File: config.mk
export PLATFORM = sky130hd
export DESIGN_NAME = alu_uart_interface_flat
export DESIGN_NICKNAME = d
export VERILOG_FILES = /design/src/rtl/alu_uart_interface_if.sv /design/src/rtl/alu_uart_interface.sv /design/src/flat_wrapper.sv
export SDC_FILE = /design/constraint.sdc
export NUM_CORES = 1
export LEC_CHECK = 0
export BUFFER_PORTS_ARGS = -buffer_cell sky130_fd_sc_hd__clkbuf_2
export CAP_MARGIN = 5
export CORE_AREA = 2 2 51 88
export DETAILED_ROUTE_END_ITERATION = 8
export DIE_AREA = 0 0 53 90
export PLACE_DENSITY = 0.78
export SYNTH_ARGS = -nofsm -noshare
export SYNTH_HDL_FRONTEND = slang
export SYNTH_SLANG_ARGS = --single-unit
File: constraint.sdc
create_clock -name i_clk -period 2.1 [get_ports i_clk]
set_input_delay 0.42 -clock i_clk [delete_from_list [all_inputs] [get_ports i_clk]]
set_output_delay 0.42 -clock i_clk [all_outputs]
set_load 0.01 [all_outputs]
File: src/rtl/alu_uart_interface_if.sv
// alu_uart_interface_if
//   Bundles the UART receive/transmit handshake and the ALU operand/result
//   bus seen by the sequencer.
//   master : sequencer side (drives o_*, samples i_*)
//   slave  : environment side (UART rx/tx plus ALU)
//   i_rx_data/i_rx_done : received byte and its one-cycle strobe
//   i_alu_res           : combinational ALU result
//   i_tx_done           : transmitter finished strobe
//   o_alu_a/b/op        : registered ALU inputs
//   o_tx_data/o_tx_start: result byte and one-cycle transmit request
//   o_busy/o_overrun    : status
interface alu_uart_interface_if #(
  parameter int N_BITS = 8,
  parameter int N_OP   = 6
);
  logic [N_BITS-1:0] i_rx_data;
  logic              i_rx_done;
  logic [N_BITS-1:0] i_alu_res;
  logic              i_tx_done;
  logic [N_BITS-1:0] o_alu_a;
  logic [N_BITS-1:0] o_alu_b;
  logic [N_OP-1:0]   o_alu_op;
  logic [N_BITS-1:0] o_tx_data;
  logic              o_tx_start;
  logic              o_busy;
  logic              o_overrun;

  modport master (
    input  i_rx_data, i_rx_done, i_alu_res, i_tx_done,
    output o_alu_a, o_alu_b, o_alu_op, o_tx_data, o_tx_start, o_busy, o_overrun
  );

  modport slave (
    output i_rx_data, i_rx_done, i_alu_res, i_tx_done,
    input  o_alu_a, o_alu_b, o_alu_op, o_tx_data, o_tx_start, o_busy, o_overrun
  );
endinterface

File: src/rtl/alu_uart_interface.sv
// alu_uart_interface
//   Collects A, B and OP as three consecutive UART bytes, drives them to a
//   combinational ALU, captures the result and hands it to the UART
//   transmitter with a start/done handshake.
//   i_clk   : clock, rising edge
//   i_reset : asynchronous active-high reset
//   bus     : alu_uart_interface_if.master (UART rx/tx + ALU signals)
module alu_uart_interface #(
  parameter int N_BITS  = 8,
  parameter int N_OP    = 6,
  parameter int TIMEOUT = 1000
) (
  input  logic                  i_clk,
  input  logic                  i_reset,
  alu_uart_interface_if.master  bus
);

  localparam int CW = $clog2(TIMEOUT + 1);
  localparam logic [CW-1:0] CNT_LAST = CW'(TIMEOUT - 1);

  typedef enum logic [2:0] {
    GET_A, GET_B, GET_OP, CALC, SEND, WAIT_TX
  } state_e;

  state_e            state_q, state_d;
  logic [N_BITS-1:0] a_q, a_d, b_q, b_d, tx_q, tx_d;
  logic [N_OP-1:0]   op_q, op_d;
  logic [CW-1:0]     cnt_q, cnt_d;
  logic              ovr_q, ovr_d;
  logic              busy;

  assign busy = (state_q == CALC) || (state_q == SEND) || (state_q == WAIT_TX);

  always_comb begin
    state_d = state_q;
    a_d     = a_q;
    b_d     = b_q;
    op_d    = op_q;
    tx_d    = tx_q;
    cnt_d   = cnt_q;
    ovr_d   = ovr_q;
    case (state_q)
      GET_A: begin
        cnt_d = '0;
        if (bus.i_rx_done) begin
          a_d     = bus.i_rx_data;
          state_d = GET_B;
        end
      end
      GET_B: begin
        if (bus.i_rx_done) begin
          b_d     = bus.i_rx_data;
          cnt_d   = '0;
          state_d = GET_OP;
        end else if (cnt_q == CNT_LAST) begin
          // inter-byte gap too long: drop the partial command
          cnt_d   = '0;
          state_d = GET_A;
        end else begin
          cnt_d = cnt_q + CW'(1);
        end
      end
      GET_OP: begin
        if (bus.i_rx_done) begin
          op_d    = bus.i_rx_data[N_OP-1:0];
          cnt_d   = '0;
          state_d = CALC;
        end else if (cnt_q == CNT_LAST) begin
          cnt_d   = '0;
          state_d = GET_A;
        end else begin
          cnt_d = cnt_q + CW'(1);
        end
      end
      CALC: begin
        // operands settled on the ALU since the OP edge; latch its result
        tx_d    = bus.i_alu_res;
        state_d = SEND;
      end
      SEND:    state_d = WAIT_TX;
      WAIT_TX: if (bus.i_tx_done) state_d = GET_A;
      default: state_d = GET_A;
    endcase
    // bytes arriving while busy are dropped, including one coincident with i_tx_done
    if (busy && bus.i_rx_done) ovr_d = 1'b1;
  end

  always_ff @(posedge i_clk or posedge i_reset) begin
    if (i_reset) begin
      state_q <= GET_A;
      a_q     <= '0;
      b_q     <= '0;
      op_q    <= '0;
      tx_q    <= '0;
      cnt_q   <= '0;
      ovr_q   <= 1'b0;
    end else begin
      state_q <= state_d;
      a_q     <= a_d;
      b_q     <= b_d;
      op_q    <= op_d;
      tx_q    <= tx_d;
      cnt_q   <= cnt_d;
      ovr_q   <= ovr_d;
    end
  end

  // start/busy decoded from the state register so reset drops them at once
  assign bus.o_alu_a    = a_q;
  assign bus.o_alu_b    = b_q;
  assign bus.o_alu_op   = op_q;
  assign bus.o_tx_data  = tx_q;
  assign bus.o_tx_start = (state_q == SEND);
  assign bus.o_busy     = busy;
  assign bus.o_overrun  = ovr_q;

endmodule

File: src/flat_wrapper.sv
// flat-port wrapper written by rule: the top's interface ports become plain ports
module alu_uart_interface_flat 
#(
  parameter int N_BITS  = 8,
  parameter int N_OP    = 6,
  parameter int TIMEOUT = 1000
)
  (i_clk, i_reset, bus_i_rx_data, bus_i_rx_done, bus_i_alu_res, bus_i_tx_done, bus_o_alu_a, bus_o_alu_b, bus_o_alu_op, bus_o_tx_data, bus_o_tx_start, bus_o_busy, bus_o_overrun);
  alu_uart_interface_if #(.N_BITS(N_BITS), .N_OP(N_OP)) bus_i ();
  input  logic i_clk;
  input  logic i_reset;
  input wire logic [$bits(bus_i.i_rx_data)-1:0] bus_i_rx_data;
  input wire logic [$bits(bus_i.i_rx_done)-1:0] bus_i_rx_done;
  input wire logic [$bits(bus_i.i_alu_res)-1:0] bus_i_alu_res;
  input wire logic [$bits(bus_i.i_tx_done)-1:0] bus_i_tx_done;
  output wire logic [$bits(bus_i.o_alu_a)-1:0] bus_o_alu_a;
  output wire logic [$bits(bus_i.o_alu_b)-1:0] bus_o_alu_b;
  output wire logic [$bits(bus_i.o_alu_op)-1:0] bus_o_alu_op;
  output wire logic [$bits(bus_i.o_tx_data)-1:0] bus_o_tx_data;
  output wire logic [$bits(bus_i.o_tx_start)-1:0] bus_o_tx_start;
  output wire logic [$bits(bus_i.o_busy)-1:0] bus_o_busy;
  output wire logic [$bits(bus_i.o_overrun)-1:0] bus_o_overrun;
  assign bus_i.i_rx_data = bus_i_rx_data;
  assign bus_i.i_rx_done = bus_i_rx_done;
  assign bus_i.i_alu_res = bus_i_alu_res;
  assign bus_i.i_tx_done = bus_i_tx_done;
  assign bus_o_alu_a = bus_i.o_alu_a;
  assign bus_o_alu_b = bus_i.o_alu_b;
  assign bus_o_alu_op = bus_i.o_alu_op;
  assign bus_o_tx_data = bus_i.o_tx_data;
  assign bus_o_tx_start = bus_i.o_tx_start;
  assign bus_o_busy = bus_i.o_busy;
  assign bus_o_overrun = bus_i.o_overrun;
  alu_uart_interface #(.N_BITS(N_BITS), .N_OP(N_OP), .TIMEOUT(TIMEOUT)) u_core (.i_clk(i_clk), .i_reset(i_reset), .bus(bus_i));
endmodule
==> metrics.txt <==
Post-Layout Cell Count=255; DRC viols=0; global-route wire length before repair=6.216 mm; number of buffers inserted by hold repair at cts=0; DR vias=1365; Num CTS Buffers=5; Tightest Hold Check Type=in -> async; commonest non-fill, non-tap cell in the layout=clkbuf_2; placed cells=247; Post-CTS Setup Bufs=0; RePlAce Congestion=0.8089; Ports=53; Setup TNS Final=0 ns; crit-path max FO=8; Final nets=226; crit-path cells=inv_1 > nand2_1 > nor2_1 > clkbuf_2; Arrival @ worst endpoint=1.39 ns; Ant. Diodes=0; initial antenna violation count=0; CTS tree=built; Unique masters post-synth=39; Seq/Total Area, Yosys=56.66%; core box area=4073 um2; pwr dens=1395 nW/um2; starting DRC count in detailed routing=36; most frequent cells in the layout=clkbuf_2, dfrtp_1, mux2_2; Clock Sinks=44; Final period util=86.01%; area of the multi-input gates=783.3 um2; Worst path max stage delay=0.49 ns; Slew HR=63.56%; # setup viols final=0; Fill cells=377; worst hold slack=0.2361 ns; Peak VDD IR=0.0006186 V; Clock Path Buffers=2; sequential cell area=1101 um2; drt total wl=3.811 mm; Clock Skews=0.01344 ns; worst skew pair latency=0.30 ns; area grow syn2layout=21.25%; Req. time, crit path=1.68 ns; HPWL Detailed=2.852 mm; Syn Area/Cell=13.04 um2; RSZ-0062 raised after global routing=false; total grt overflow=0; max_cap viols=0; kind of critical path=reg -> out; Die Area=4770 um2; number of global-route vias before repair=1325; fmax=553.6 MHz; Final Max Tran Viols=0; status=completed; port bufs=52; Syn Nets=170; r2r setup slk=0.42 ns; min Tclk post-route=1.806 ns; via density per instance=5.353; Post-Syn Instances=149; Synth Cell Area=1943 um2; worst flop-to-flop path endpoint=u_core.bus.o_alu_b[5]$_DFFE_PP0P_; Tightest Pin Transition=0.5466 ns; Syn. warnings=0; worst r2r src=u_core.state_q[0]$_DFFE_PP0P_; register bit count reported by yosys=44; design area=2356 um2; H-tree lvl count=2; clock root buffer=clkbuf_8; Leak=1.080 nW; worst-path cell with the longest stage delay=dfrtp_1; FP Rows=31; ratio of cells with drive above 1 in the final layout=49.03%; dpl cell area=2240 um2; Wirelength per Cell=14.95 um; DR pass1 iterations=4; post-route ant nets=0; final core occ=57.85%; Crit. End Element=primary output; GRT Overall Usage=17.60%; final hold violation count=0; largest net degree at the start of global routing=45; post_cts resized=0; Die Height=90 um; R2R cell count=3; Die X=53 um; Initial Util=47.71%; Critical Path Source Type=flop; Reg clk slew, reported paths=0.09 ns
-- power by group --
group,switching (mW),leakage [nW],internal (mW),total (mW)
registers,0.212,0.540,1.18,1.39
logic,0.632,0.482,0.610,1.24
clock network,0.293,0.0583,0.358,0.652
total,1.14,1.08,2.15,3.29
-- area by class of cell --
| cell class | count | share of cell area (%) |
|---|---|---|
| Multi-Input combinational cell | 95 | 33.24 |
| Inverter | 5 | 0.7966 |
| Sequential cell | 44 | 46.73 |
| Clock buffer | 5 | 2.921 |
| Tap cell | 49 | 2.602 |
| Clock inverter | 3 | 2.018 |
| Timing Repair Buffer | 54 | 11.68 |
-- synthesized netlist by cell type, drive strengths merged --
cell type	instances	area, um2
nor3	2	10.01
nand2	13	51.30
and4bb	1	16.27
and4	1	8.760
a21o	2	22.52
dfrtp	44	1101
o21ai	5	25.02
nand3b	3	22.52
nand3	3	15.01
xor2	1	8.760
o211ai	1	7.510
ha	1	12.51
a22o	1	8.760
nor2b	1	6.260
mux2	30	337.8
and2	1	6.260
nor4	2	27.53
xnor2	3	26.28
nand4	1	6.260
a31o	1	8.760
a21oi	3	18.77
a22oi	1	7.510
o41ai	1	8.760
a31oi	8	65.06
buf	5	40.04
inv	5	18.77
and3	2	12.51
nor2	6	32.53
a32o	1	10.01
-- how the worst max path moves through the flow --
stage / cells past startpoint / to / slack (ns) / startpoint
2_1_floorplan: 4 / bus_o_busy / 0.64 / u_core.state_q[2]$_DFFE_PP0P_
3_3_place_gp: 3 / u_core.bus.o_alu_a[6]$_DFFE_PP0P_ / 0.50 / u_core.state_q[2]$_DFFE_PP0P_
3_5_place_dp: 3 / u_core.bus.o_alu_b[7]$_DFFE_PP0P_ / 0.45 / u_core.state_q[0]$_DFFE_PP0P_
4_1_cts: 4 / bus_o_tx_start / 0.30 / u_core.state_q[1]$_DFFE_PP0P_
5_1_grt: 4 / bus_o_busy / 0.19 / u_core.state_q[0]$_DFFE_PP0P_
6_report: 4 / bus_o_tx_start / 0.29 / u_core.state_q[1]$_DFFE_PP0P_
-- critical path: cells and delay by family, from the launching register on --
kind | cells | cell delay (ns)
simple gates | 2 | 0.26
flops | 1 | 0.49
buf+inv | 2 | 0.33
-- sequential cells by signal, summed over array words and instances, names as in the netlist --
name                  count
u_core.state_q            3
u_core.bus.o_alu_op       6
u_core.cnt_q             10
u_core.bus.o_alu_b        8
u_core.bus.o_tx_data      8
u_core.bus.o_alu_a        8
u_core.bus.o_overrun      1
-- kinds of logic (layout without fill, tap and decap cells) --
| kind of cell | count (synthesis) | count (layout) | synth area share [%] |
|---|---|---|---|
| flip-flops | 44 | 44 | 56.66 |
| AND/OR/NAND/NOR | 36 | 36 | 11.08 |
| multiplexers | 30 | 30 | 17.39 |
| AO/OA/AOI/OAI | 24 | 24 | 9.401 |
| buffers and inverters | 10 | 67 | 3.027 |
| XOR/XNOR | 4 | 4 | 1.803 |
| adder cells (fa/ha/maj) | 1 | 1 | 0.6438 |
-- metal layers --
layer  GRT usage [%]  vias to the layer above  part of all wire (%)
met4           9.188                        0                   3.2
li1                -                      645                     -
met5               0                        -                     0
met3           4.153                       12                   4.1
met1           19.71                      677                    38
met2           29.58                       31                    55
-- per-stage QoR --
stage                     power (mW)  worst slack [ns]
after CTS                      3.335            0.2977
after detailed placement       2.673            0.4513
after floorplan                2.222            0.6441
final                          3.287            0.2937
after global routing           3.495            0.1935
after global placement         2.630            0.4961
Power figures use the tool's default switching activity.
